[src/rtl/riscorvo_fetch.sv]
// riscorvo_fetch: instruction fetch stage with a first-word-fall-through prefetch FIFO
// and jump/branch redirect that flushes buffered words.
module riscorvo_fetch #(
    parameter int          FIFO_SLOTS    = 2,
    parameter logic [31:0] RESET_ADDRESS = 32'h0000_0000
) (
    input  logic        clk,
    input  logic        reset_n,
    output logic        valid_instr_o,
    output logic [31:0] addr_instr_o,
    input  logic        ready_instr_i,
    input  logic [31:0] data_instr_i,
    input  logic        jump_i,
    input  logic [31:0] jump_addr_i,
    output logic        fetch_valid_o,
    output logic [31:0] fetch_instr_o,
    output logic [31:0] fetch_pc_o,
    input  logic        fetch_ready_i
);
    localparam int PW = FIFO_SLOTS > 1 ? $clog2(FIFO_SLOTS) : 1;
    localparam int CW = $clog2(FIFO_SLOTS + 1);

    typedef enum logic {IDLE, RUN} state_t;

    state_t        state;
    logic [31:0]   pc;
    logic [PW-1:0] rd_ptr, wr_ptr;
    logic [CW-1:0] count;
    logic [31:0]   mem_pc    [FIFO_SLOTS];
    logic [31:0]   mem_instr [FIFO_SLOTS];
    logic          push, pop;

    function automatic logic [PW-1:0] nxt(input logic [PW-1:0] p);
        return p == PW'(FIFO_SLOTS - 1) ? '0 : p + 1'b1;
    endfunction

    // Full FIFO blocks the request even when decode pops this cycle, so
    // fetch_ready_i never reaches valid_instr_o combinationally.
    assign valid_instr_o = state == RUN && count < CW'(FIFO_SLOTS) && !jump_i;
    assign addr_instr_o  = pc;
    assign push          = valid_instr_o && ready_instr_i;
    assign fetch_valid_o = count != '0;
    assign pop           = fetch_valid_o && fetch_ready_i && !jump_i;
    assign fetch_instr_o = fetch_valid_o ? mem_instr[rd_ptr] : '0;
    assign fetch_pc_o    = fetch_valid_o ? mem_pc[rd_ptr] : '0;

    always_ff @(posedge clk or negedge reset_n) begin
        if (!reset_n) begin
            state  <= IDLE;
            pc     <= RESET_ADDRESS;
            rd_ptr <= '0;
            wr_ptr <= '0;
            count  <= '0;
        end else begin
            state <= RUN;
            if (jump_i) begin
                pc     <= {jump_addr_i[31:2], 2'b00};
                rd_ptr <= '0;
                wr_ptr <= '0;
                count  <= '0;
            end else begin
                if (push) begin
                    pc     <= pc + 32'd4;
                    wr_ptr <= nxt(wr_ptr);
                end
                if (pop)
                    rd_ptr <= nxt(rd_ptr);
                count <= count + CW'(push) - CW'(pop);
            end
        end
    end

    // Storage needs no reset: entries are only visible while count covers them.
    always_ff @(posedge clk) begin
        if (push) begin
            mem_pc[wr_ptr]    <= pc;
            mem_instr[wr_ptr] <= data_instr_i;
        end
    end
endmodule

[config.mk]
export PLATFORM = sky130hd
export DESIGN_NAME = riscorvo_fetch
export DESIGN_NICKNAME = d
export VERILOG_FILES = /design/src/rtl/riscorvo_fetch.sv
export SDC_FILE = /design/constraint.sdc
export NUM_CORES = 1
export LEC_CHECK = 0
export BUFFER_PORTS_ARGS = -buffer_cell sky130_fd_sc_hd__buf_2
export CAP_MARGIN = 10
export CORE_MARGIN = 2
export CORE_UTILIZATION = 30
export DETAILED_ROUTE_END_ITERATION = 7
export PLACE_DENSITY = 0.54
export SLEW_MARGIN = 20
export SYNTH_ARGS = -nofsm -noshare
export SYNTH_HDL_FRONTEND = slang
export SYNTH_SLANG_ARGS = --single-unit
[constraint.sdc]
create_clock -name clk -period 3.8 [get_ports clk]
set_clock_uncertainty 0.05 [all_clocks]
set_input_delay 0.19 -clock clk [delete_from_list [all_inputs] [get_ports clk]]
set_output_delay 0.19 -clock clk [all_outputs]
set_load 0.05 [all_outputs]
### Word level (Yosys, flattened, before mapping)

Memory sizes are Yosys's and may differ from the RTL's.
Index checks and enable logic that the tools add are counted.

| storage, ports and cells | value |
|---|---|
| bits in latches | 0 |
| memories kept | 2 |
| output and inout port bits | 98 |
| memory bits (read-only) | 0 |
| bits in writable memories | 128 |
| word-level logic and storage cells | 35 |
| register bits | 37 |

| cells by class | value |
|---|---|
| reductions and logical operators | 9 |
| add/sub/neg operators | 5 |
| divide/modulo/power cells | 0 |
| multipliers | 0 |
| mux-type cells | 13 |
| bitwise operators | 0 |
| shift operators | 0 |
| order comparisons | 1 |
| eq/ne operators | 0 |

Memory list:

| memory | depth | bits a word | rd ports | clocked after memory_dff | write ports | line | text |
|---|---|---|---|---|---|---|---|
| mem_instr | 2 | 32 | 1 | 0 | 1 | 30 | `logic [31:0] mem_instr [FIFO_SLOTS];` |
| mem_pc | 2 | 32 | 1 | 0 | 1 | 29 | `logic [31:0] mem_pc [FIFO_SLOTS];` |

Operator list:

| operator | number |
|---|---|
| 32-bit two-way mux | 4 |
| 32-bit by 3-bit adder with 32-bit output, second input constant | 1 |
| 1-bit two-way mux | 8 |
| 2-bit nonzero test | 3 |
| 1-bit logical AND | 5 |
| 1-bit adder, second input constant | 2 |
| 2-bit by 1-bit adder with 2-bit output | 1 |
| 2-bit < comparator, second input constant | 1 |
| 2-bit two-way mux | 1 |
| 2-bit by 1-bit subtractor with 2-bit output | 1 |
| 1-bit logical NOT | 1 |

### Logic depth before layout (Yosys ltp)

Gate-level depths: netlist of run 1.

| depth | value |
|---|---|
| depth after elaboration | 7 |
| mapped depth | 9 |
| gate-level depth less buffers | 9 |

### Worst setup path after synthesis of run 1

No wires, ideal clock.

| path | value |
|---|---|
| path kind | register to register |
| start | register count[1] |
| end | memory mem_instr[0][0], enable pin |
| required time | 3268 ps |
| setup slack | -23 ps |
| clock period less this slack | 3823 ps |
| path buffers | 0 |
| cell stages (with the launch flop) | 3 |
| setup time | 482 ps |
| arrival time | 3291 ps |
| cell sequence | dfrtp_1 > nand4bb_1 > nor2_1 |

| on the way | value |
|---|---|
| word-level cells in the longest chain between the ends | 6 |

Ends and longest elaborated chain:

| item | line | text |
|---|---|---|
| start, declared | 28 | `logic [CW-1:0] count;` |
| start signal, assigned | 68 | `count <= count + CW'(push) - CW'(pop);` |
| 2-bit < comparator | 39 | `assign valid_instr_o = state == RUN && count < CW'(FIFO_SLOTS) && !jump_i;` |
| 1-bit logical AND (2 in a row) | 39 |  |
| 1-bit logical AND | 41 | `assign push = valid_instr_o && ready_instr_i;` |
| 1-bit two-way mux | 75 | `if (push) begin` |
| 1-bit two-way mux (implied by the code) | 77 | `mem_instr[wr_ptr] <= data_instr_i;` |
| end, declared | 30 |  |

No other way between the ends.

### Worst setup path in the final report of run 1

| path | value |
|---|---|
| start | register pc[3] (netlist: addr_instr_o[3]) |
| end | register pc[30] (netlist: addr_instr_o[30]) |

| on the way | value |
|---|---|
| word-level cells in the longest chain between the ends | 3 |

Ends and longest elaborated chain:

| item | line | text |
|---|---|---|
| start, declared | 26 | `logic [31:0] pc;` |
| start signal, assigned | 57 | `pc <= {jump_addr_i[31:2], 2'b00};` |
| start signal, assigned | 63 | `pc <= pc + 32'd4;` |
| 32-bit by 3-bit adder with 32-bit output | 63 |  |
| 32-bit two-way mux | 62 | `if (push) begin` |
| 32-bit two-way mux | 56 | `if (jump_i) begin` |

No other way between the ends. The select of a mux whose other input is x is not followed.
A chain may end at the register's enable or synchronous reset.

==> flow_summary.yaml, run 1 <==
run_status:
  status: "completed"
setup_path:
  reg2reg_slack_ps: 1180
  arrival_ps: 2910
  crit_path_end_kind: "register"
  path_delay_family: "simple AND/OR/NAND/NOR gates"
  ff2ff_path_depth: 5
  path_depth: 5
  cp-startpoint: "addr_instr_o[3]"
  crit_fanout: 13
  cpPeakStageDelay_ps: 840
  crit_chain: "ha_1 -> nand3_1 -> or4_1 -> or4_1 -> a31oi_1"
  startpoint_type: "register"
  cp-endpoint: "addr_instr_o[30]"
  crit_top_cell: "or4_1"
  r2r_start: "addr_instr_o[3]"
  rr_endpoint: "addr_instr_o[30]"
  critPathRequiredTime_ps: 4090
  cpMaxStageDelayCell: "or4_1"
  cp_num_buf_inv: 0
  crit_type: "reg -> reg"
power:
  power.share.combinational_pct: 19.5
  p_sw_share_pct: 30.9
  power.internal_mw: 3.26
  p_switching_mw: 1.46
  clkPwrFrac_pct: 36.7
  seqPwrFrac_pct: 43.7
  power_density_mw_per_mm2: 523
  p_total_mw: 4.72
  p_leak_nw: 3.46
  max-vdd-ir-drop_uv: 285
yosys:
  synth.avg_cell_area_sq_um: 13.5
  synth_cell_types: 40
  synthArstFlopShare_pct: 22.0
  ys_warn_count: 0
  ys_ff_latch: 159
  syn_area_sq_mm: 0.00670
  synth-main-ff-cell: "edfxtp_1"
  yosysSeqAreaShare_pct: 68.7
  netlist_instances: 495
  synth_enable_flop_cells: 124
drt:
  antenna_left: 0
  drt_iter0_drc: 236
  vias: 4743
  routed_wl_mm: 16.3
  drc: 0
  avgRoutedWirePerCell_microns: 16.1
  firstDrtPassIters: 4
  drt-vias-per-instance: 4.70
place:
  hpwl_mm: 10.3
  gp_congestion: 0.762
  port_buffers: 160
  dpl.cell_count: 914
  pre_cts_slack_ps: 1210
  dpl_cell_area_sq_mm: 0.00778
finish:
  fin_cells: 1009
  layout_commonest_cell: "buf_2"
  antenna_cells: 0
  layout-drive-gt1-share_pct: 27.7
  syn_to_final_growth_pct: 34.9
  fin_nets: 788
  n_fill_cell: 2116
  postLayoutCellArea_sq_mm: 0.00903
  final_cell_mix: "160 x buf_2, 124 x edfxtp_1, 83 x nor2_1"
min_path:
  hold_path.class: "in -> reg"
floorplanning:
  core_area_sq_mm: 0.0219
  start_util_pct: 30.6
  die_y_microns: 153
  die_x_microns: 153
  ios: 167
  dieArea_sq_mm: 0.0235
  fp-row-count: 54
clock_tree:
  h-tree-depth: 4
  insertion_delay_ps: 420
  cts_buffers: 17
  cts_sinks: 159
  root_buffer: "clkbuf_16"
  cts.reportedPaths.clkPinSlew_ps: 70
  cts_resized: 0
  cts_setup_buffers: 0
  cts_tree: "yes"
  clock_path_buffers: 2
sta:
  slew_viol_final: 0
  rsz0062_at_grt: "no"
  timing.final.crit_share_pct: 68.9
  setup_viol: 0
  slew_headroom_pct: 36.9
  max_freq_mhz: 382
  period_minus_slack_ps: 2620
  hold_violations: 0
  worst_slack_ps: 1180
  tns_ps: 0
  worstMarginPinSlew_ps: 938
grt:
  grt_max_degree: 64
  grt_first_pass_wirelength_mm: 25.7
  grt_pass1_vias: 4734
  antenna_found_initial: 0
  grt_overflow: 0
  grt_usage_pct: 14.1
job:
  maxCapViolCount: 0
[through the flow]
step | hold WS (ps) | utilization (%)
global placement | 274 | 35.6
floorplan | -156 | -
CTS | 6.87 | 41.1
detailed placement | 296 | 35.6
finish | 23.5 | 41.2
global route | 50.2 | 41.2
[how the worst min path moves through the flow]
stage | from | endpoint | cells past startpoint
after floorplan | reset_n | addr_instr_o[10] | 0
after global placement | reset_n | addr_instr_o[23] | 1
after detailed placement | reset_n | addr_instr_o[20] | 1
after CTS | jump_addr_i[31] | addr_instr_o[31] | 4
after global routing | jump_addr_i[31] | addr_instr_o[31] | 4
final | jump_addr_i[31] | addr_instr_o[31] | 4
[worst min-delay path, cell delays in order]
cell     delay [ps]
buf_2            80
nand2_1          50
o21ai_0          60
or3_1            90
[what timing repair did]
item | CTS | global route
hold endpoints to repair | 128 | 0
endpoints found under the setup margin | 0 | 0
hold buffers | 62 | 0
[power by group through the flow]
| stage | logic, mW | registers (mW) | clock network [mW] |
|---|---|---|---|
| 2_1_floorplan | 0.557 | 2.16 | 0 |
| 3_3_place_gp | 0.847 | 2.12 | 0 |
| 3_5_place_dp | 0.856 | 2.13 | 0 |
| 4_1_cts | 0.907 | 2.09 | 1.77 |
| 5_1_grt | 0.985 | 2.08 | 1.86 |
| 6_report | 0.921 | 2.06 | 1.73 |
[final cells by class]
class / count / area, sq um / share of cell area, %
tap: 280 / 350 / 3.88
sequential: 159 / 4600 / 51.0
multi-input combinational: 304 / 1970 / 21.9
inverter: 7 / 26.3 / 0.291
clock inverter: 13 / 164 / 1.82
clock buffer: 19 / 433 / 4.79
timing repair buffer: 227 / 1480 / 16.4
[cells by family (layout without fill, tap and decap cells)]
| kind of cell | count (synthesis) | count (layout) | synth area share [%] |
|---|---|---|---|
| AOI/OAI and AO/OA | 45 | 45 | 4.28 |
| xor gates and xnor gates | 16 | 16 | 2.09 |
| adders and majority gates | 3 | 3 | 0.561 |
| buffers and inverters | 35 | 266 | 2.30 |
| DFF | 159 | 159 | 68.7 |
| muxes | 63 | 63 | 9.42 |
| other | 2 | 5 | 0.112 |
| and+or+nand+nor | 172 | 172 | 12.5 |
[registers in the layout (all words and copies together) (netlist names)]
signal / count
addr_instr_o: 30
count: 2
mem_instr: 64
mem_pc: 60
rd_ptr: 1
state: 1
wr_ptr: 1
[synthesized netlist by cell type (all sizes together) (4+ instances only)]
| master | count | area share [%] |
|---|---|---|
| nand4 | 7 | 0.97 |
| o21ai | 19 | 1.4 |
| nor4 | 5 | 0.47 |
| clkbuf | 17 | 0.95 |
| nand2 | 31 | 1.7 |
| xor2 | 5 | 0.65 |
| a31oi | 11 | 1.0 |
| or3 | 8 | 0.75 |
| nand3 | 11 | 0.82 |
| nor2 | 85 | 4.8 |
| dfrtp | 35 | 13 |
| and4 | 4 | 0.52 |
| edfxtp | 124 | 56 |
| inv | 7 | 0.39 |
| mux2i | 63 | 9.4 |
| buf | 11 | 0.95 |
| or4 | 11 | 1.3 |
| o31ai | 6 | 0.67 |
| xnor2 | 11 | 1.4 |
| o311ai | 4 | 0.52 |
[metal layers]
metal / GRT usage (%) / part of all wire [%] / vias up / wire length, microns
met2: 23.4 / 49 / 142 / 7920
li1: - / - / 2266 / -
met5: 0 / 0 / - / 0
met1: 18.3 / 45 / 2320 / 7310
met3: 3.12 / 5.1 / 15 / 834
met4: 4.85 / 1.3 / 0 / 204
No activity file was read; power rests on OpenSTA's default activity.
==> run 2, diff against run 1 <==
ABC_AREA = 1   (was not set)
PLACE_DENSITY = 0.53   (was 0.54)
clock period = 2.3 ns   (was 3.8 ns; I/O delays follow)
==> flow_summary.yaml, run 2 <==
run_status:
  status: "completed"
setup_path:
  crit_type: "reg -> out"
  cpMaxStageDelayCell: "buf_4"
  arrival_ps: 1940
  critPathRequiredTime_ps: 2130
  crit_chain: "buf_4 -> nand2_1 -> a21oi_1 -> buf_12"
  crit_fanout: 47
  startpoint_type: "register"
  cpPeakStageDelay_ps: 480
  crit_path_end_kind: "output pin"
clock_tree:
  cts_resized: 0
  clock_path_buffers: 2
  cts.reportedPaths.clkPinSlew_ps: 60
  cts_setup_buffers: 0
  cts_buffers: 17
  cts_tree: "yes"
  h-tree-depth: 4
  cts_sinks: 159
  root_buffer: "clkbuf_16"
  insertion_delay_ps: 420
  hold_buffers: 64
yosys:
  syn_area_sq_mm: 0.00710
  ys_ff_latch: 159
  yosysSeqAreaShare_pct: 64.8
  synth.area.top_cells: "edfxtp_1 52%, nand2_1 14%, dfrtp_1 12%"
  synth_cell_types: 33
  netlist_top_cells_count: "265 x nand2_1, 124 x edfxtp_1, 63 x a21oi_1"
  synth.most_common_cell: "nand2_1"
  netlist_instances: 711
  ys_warn_count: 0
  synth-main-ff-cell: "edfxtp_1"
  synth_enable_flop_cells: 124
  synthArstFlopShare_pct: 22.0
  synth.avg_cell_area_sq_um: 9.99
  synthDominantAreaCellType: "edfxtp_1"
  synth_top_area_share_pct: 52.4
drt:
  avgRoutedWirePerCell_microns: 15.0
  firstDrtPassIters: 5
  vias: 5658
  routed_wl_mm: 19.0
  antenna_left: 0
  drt_iter0_drc: 355
  drt-vias-per-instance: 4.47
  drc: 0
place:
  hpwl_mm: 12.0
  pre_cts_slack_ps: 458
  port_buffers: 160
  gp_congestion: 0.830
  dpl.cell_count: 1172
finish:
  fin_nets: 1008
  fin_cells: 1266
  syn_to_final_growth_pct: 35.6
  max_flop_register: "mem_instr"
  layout_commonest_cell: "nand2_1"
  layout-drive-gt1-share_pct: 23.2
  antenna_cells: 0
  final_cell_mix: "265 x nand2_1, 153 x buf_2, 124 x edfxtp_1"
  largest_reg_flops: 64
sta:
  timing.final.crit_share_pct: 91.6
  hold_violations: 0
  finalHoldWorstSlack_ps: 146
  period_minus_slack_ps: 2110
  setup_viol: 0
  worstMarginPinSlew_ps: 866
  slew_headroom_pct: 42.3
  tns_ps: 0
  worst_slack_ps: 194
  slew_viol_final: 0
  rsz0062_at_grt: "no"
  max_freq_mhz: 475
power:
  max-vdd-ir-drop_uv: 417
  p_leak_nw: 4.06
  p_total_mw: 8.06
  power_density_mw_per_mm2: 837
grt:
  grt_first_pass_wirelength_mm: 28.8
  grt_max_degree: 63
  grt_pass1_vias: 5372
  grt_usage_pct: 15.4
  antenna_found_initial: 0
  grt_overflow: 0
min_path:
  hold_path.class: "in -> reg"
floorplanning:
  core_area_sq_mm: 0.0233
  die_y_microns: 158
  start_util_pct: 30.4
  dieArea_sq_mm: 0.0249
  fp-row-count: 56
  ios: 167
  die_x_microns: 158
job:
  maxCapViolCount: 0
## run 2: cell types whose count changed after synthesis, sizes merged, moves of 33 or more
cell,change
a21oi,+63
inv,+40
nor2,-37
mux2i,-63
nand2,+238
nand3,+33
## run 2: area by class of cell
| class | count | area (sq um) |
|---|---|---|
| fillers | 2285 | 13700 |
| clock buffers | 19 | 433 |
| well taps | 319 | 399 |
| clock inverters | 11 | 168 |
| multi-input cells | 476 | 2170 |
| flip-flops and latches | 159 | 4600 |
| inverters | 47 | 181 |
| repair buffers | 235 | 1680 |
## run 2: critical path, delay by kind of cell, from the launching register on
| kind | cells | cell delay [ps] |
|---|---|---|
| AO/OA/AOI/OAI | 1 | 370 |
| buffers and inverters | 2 | 670 |
| flip-flops | 1 | 370 |
| AND/OR/NAND/NOR | 1 | 100 |
## run 2: layer usage
layer	GRT usage [%]	up-vias	part of all wire, %
li1	-	2797	-
met1	20.1	2659	46
met2	25.0	175	47
met3	3.28	27	5.6
met4	5.80	0	2.0
met5	0	-	0
## run 2: cells by family after synthesis
kind of cell / share of synthesized area, %
compound gates: 7.33
xor+xnor: 0.740
fa+ha+maj: 0.529
buf+inv: 5.13
flops: 64.8
other cells: 0.106
simple gates: 21.4
## run 2: per-stage QoR
step	instance area (sq um)	utilization (%)
global route	9630	41.3
finish	9630	41.3
global placement	8390	36.0
detailed placement	8390	36.0
floorplan	7130	-
CTS	9630	41.3
## run 2: where the power goes
group          total, mW  internal, mW  switching (mW)
clock network       2.90          1.80            1.10
logic               1.74         0.471            1.27
registers           3.42          3.26           0.162
## run 2: worst paths after layout
path / start / end / slack (ps) / depth (start not counted)
max in group asynchronous: reset_n / rd_ptr / 1280 / 2
setup / recovery: rd_ptr / fetch_pc_o[13] / 190 / 4
hold / removal: ready_instr_i / addr_instr_o[9] / 150 / 3
hold reg to reg: addr_instr_o[22] / mem_pc[1][22] / 530 / 0
setup reg to reg: count[1] / mem_instr[1][22] / 470 / 4
min in group asynchronous: reset_n / addr_instr_o[29] / 300 / 2
==> run 3, diff against run 2 <==
CTS_BUF_LIST = sky130_fd_sc_hd__clkbuf_8 sky130_fd_sc_hd__clkbuf_16   (was not set)
==> flow_summary.yaml, run 3 (synthesized netlist as in run 2, its figures left out) <==
clock_tree:
  cts_sinks: 159
  insertion_delay_ps: 420
  cts_resized: 0
  clock_path_buffers: 2
  cts_tree: "yes"
  h-tree-depth: 4
  root_buffer: "clkbuf_16"
  cts_buffers: 17
  cts.reportedPaths.clkPinSlew_ps: 60
place:
  gp_congestion: 0.830
  hpwl_mm: 12.0
  pre_cts_slack_ps: 458
  dpl.cell_count: 1172
  port_buffers: 160
finish:
  fin_cells: 1266
  final_cell_mix: "265 x nand2_1, 153 x buf_2, 124 x edfxtp_1"
  layout_commonest_cell: "nand2_1"
  largest_reg_flops: 64
  layout-drive-gt1-share_pct: 23.2
  max_flop_register: "mem_instr"
  fin_nets: 1008
  syn_to_final_growth_pct: 35.6
  antenna_cells: 0
floorplanning:
  die_x_microns: 158
  die_y_microns: 158
  start_util_pct: 30.4
  core_area_sq_mm: 0.0233
  fp-row-count: 56
  ios: 167
  dieArea_sq_mm: 0.0249
setup_path:
  critPathRequiredTime_ps: 2130
  crit_path_end_kind: "output pin"
  reg2reg_slack_ps: 470
  crit_type: "reg -> out"
  path_delay_family: "buffers and inverters"
  crit_fanout: 47
  cpPeakStageDelay_ps: 480
  cp-startpoint: "rd_ptr"
  ff2ff_path_depth: 4
  r2r_start: "count[1]"
  cp_num_buf_inv: 2
  crit_chain: "buf_4 -> nand2_1 -> a21oi_1 -> buf_12"
  arrival_ps: 1940
  cpMaxStageDelayCell: "buf_4"
  startpoint_type: "register"
  cp-endpoint: "fetch_pc_o[13]"
  rr_endpoint: "mem_instr[1][22]"
  path_depth: 4
run_status:
  status: "completed"
sta:
  worstMarginPinSlew_ps: 866
  period_minus_slack_ps: 2100
  timing.final.crit_share_pct: 91.5
  max_freq_mhz: 475
  slew_viol_final: 0
  worst_slack_ps: 196
  setup_viol: 0
  tns_ps: 0
  rsz0062_at_grt: "no"
  hold_violations: 0
  finalHoldWorstSlack_ps: 146
  slew_headroom_pct: 42.3
grt:
  grt_max_degree: 63
  antenna_found_initial: 0
  grt_first_pass_wirelength_mm: 28.8
  grt_overflow: 0
  grt_usage_pct: 15.4
  grt_pass1_vias: 5372
power:
  max-vdd-ir-drop_uv: 417
  power_density_mw_per_mm2: 836
  p_leak_nw: 4.07
min_path:
  hold_path.class: "in -> reg"
drt:
  vias: 5660
  routed_wl_mm: 19.0
  drt-vias-per-instance: 4.47
  drt_iter0_drc: 356
  avgRoutedWirePerCell_microns: 15.0
  firstDrtPassIters: 5
  drc: 0
  antenna_left: 0
job:
  maxCapViolCount: 0
## run 3: changes by cell type in the layout (fill, tap and decap cells not counted)
cell	previous run	this run
clkbuf_1	2	0
inv_1	44	46
## run 3: worst min-delay path: stages
cell	delay (ps)
buf_2	110
nand3_2	230
o21bai_1	110
## run 3: worst min path at each step
stage	startpoint	endpoint	slack, ps	cells past startpoint
final	ready_instr_i	addr_instr_o[9]	150	3
after global routing	ready_instr_i	addr_instr_o[10]	160	3
after CTS	ready_instr_i	addr_instr_o[9]	140	3
after detailed placement	reset_n	addr_instr_o[25]	240	1
after global placement	reset_n	addr_instr_o[25]	240	1
after floorplan	reset_n	addr_instr_o[10]	-230	0
## run 3: stage by stage
| stage | instance area (sq um) | utilization, % | power (mW) |
|---|---|---|---|
| final | 9630 | 41.3 | 8.05 |
| after global routing | 9630 | 41.3 | 8.42 |
| after CTS | 9630 | 41.3 | 8.15 |
| after detailed placement | 8390 | 36.0 | 5.15 |
| after global placement | 8390 | 36.0 | 5.14 |
| after floorplan | 7130 | - | 4.59 |
## run 3: where the power goes
group	total [mW]	internal (mW)	leakage [nW]	switching (mW)
Clock	2.89	1.79	0.297	1.10
Sequential	3.42	3.26	1.55	0.162
Combinational	1.74	0.471	2.22	1.27
## run 3: routing by layer
metal	vias up	routed length (microns)	GRT usage, %
met1	2657	8720	20.1
met2	179	8800	25.0
li1	2797	-	-
met3	27	1080	3.28
met4	0	387	5.80
met5	-	0	0
## run 3: final cells by class
class,count,area (sq um)
inverters,47,181
flip-flops and latches,159,4600
multi-input cells,476,2170
well taps,319,399
fillers,2285,13700
repair buffers,235,1680
clock inverters,13,175
clock buffers,17,425
## run 3: timing repair
item,4_1_cts,5_1_grt
setup buffers,0,0
endpoints found under the hold margin,130,0
hold buffers,64,0
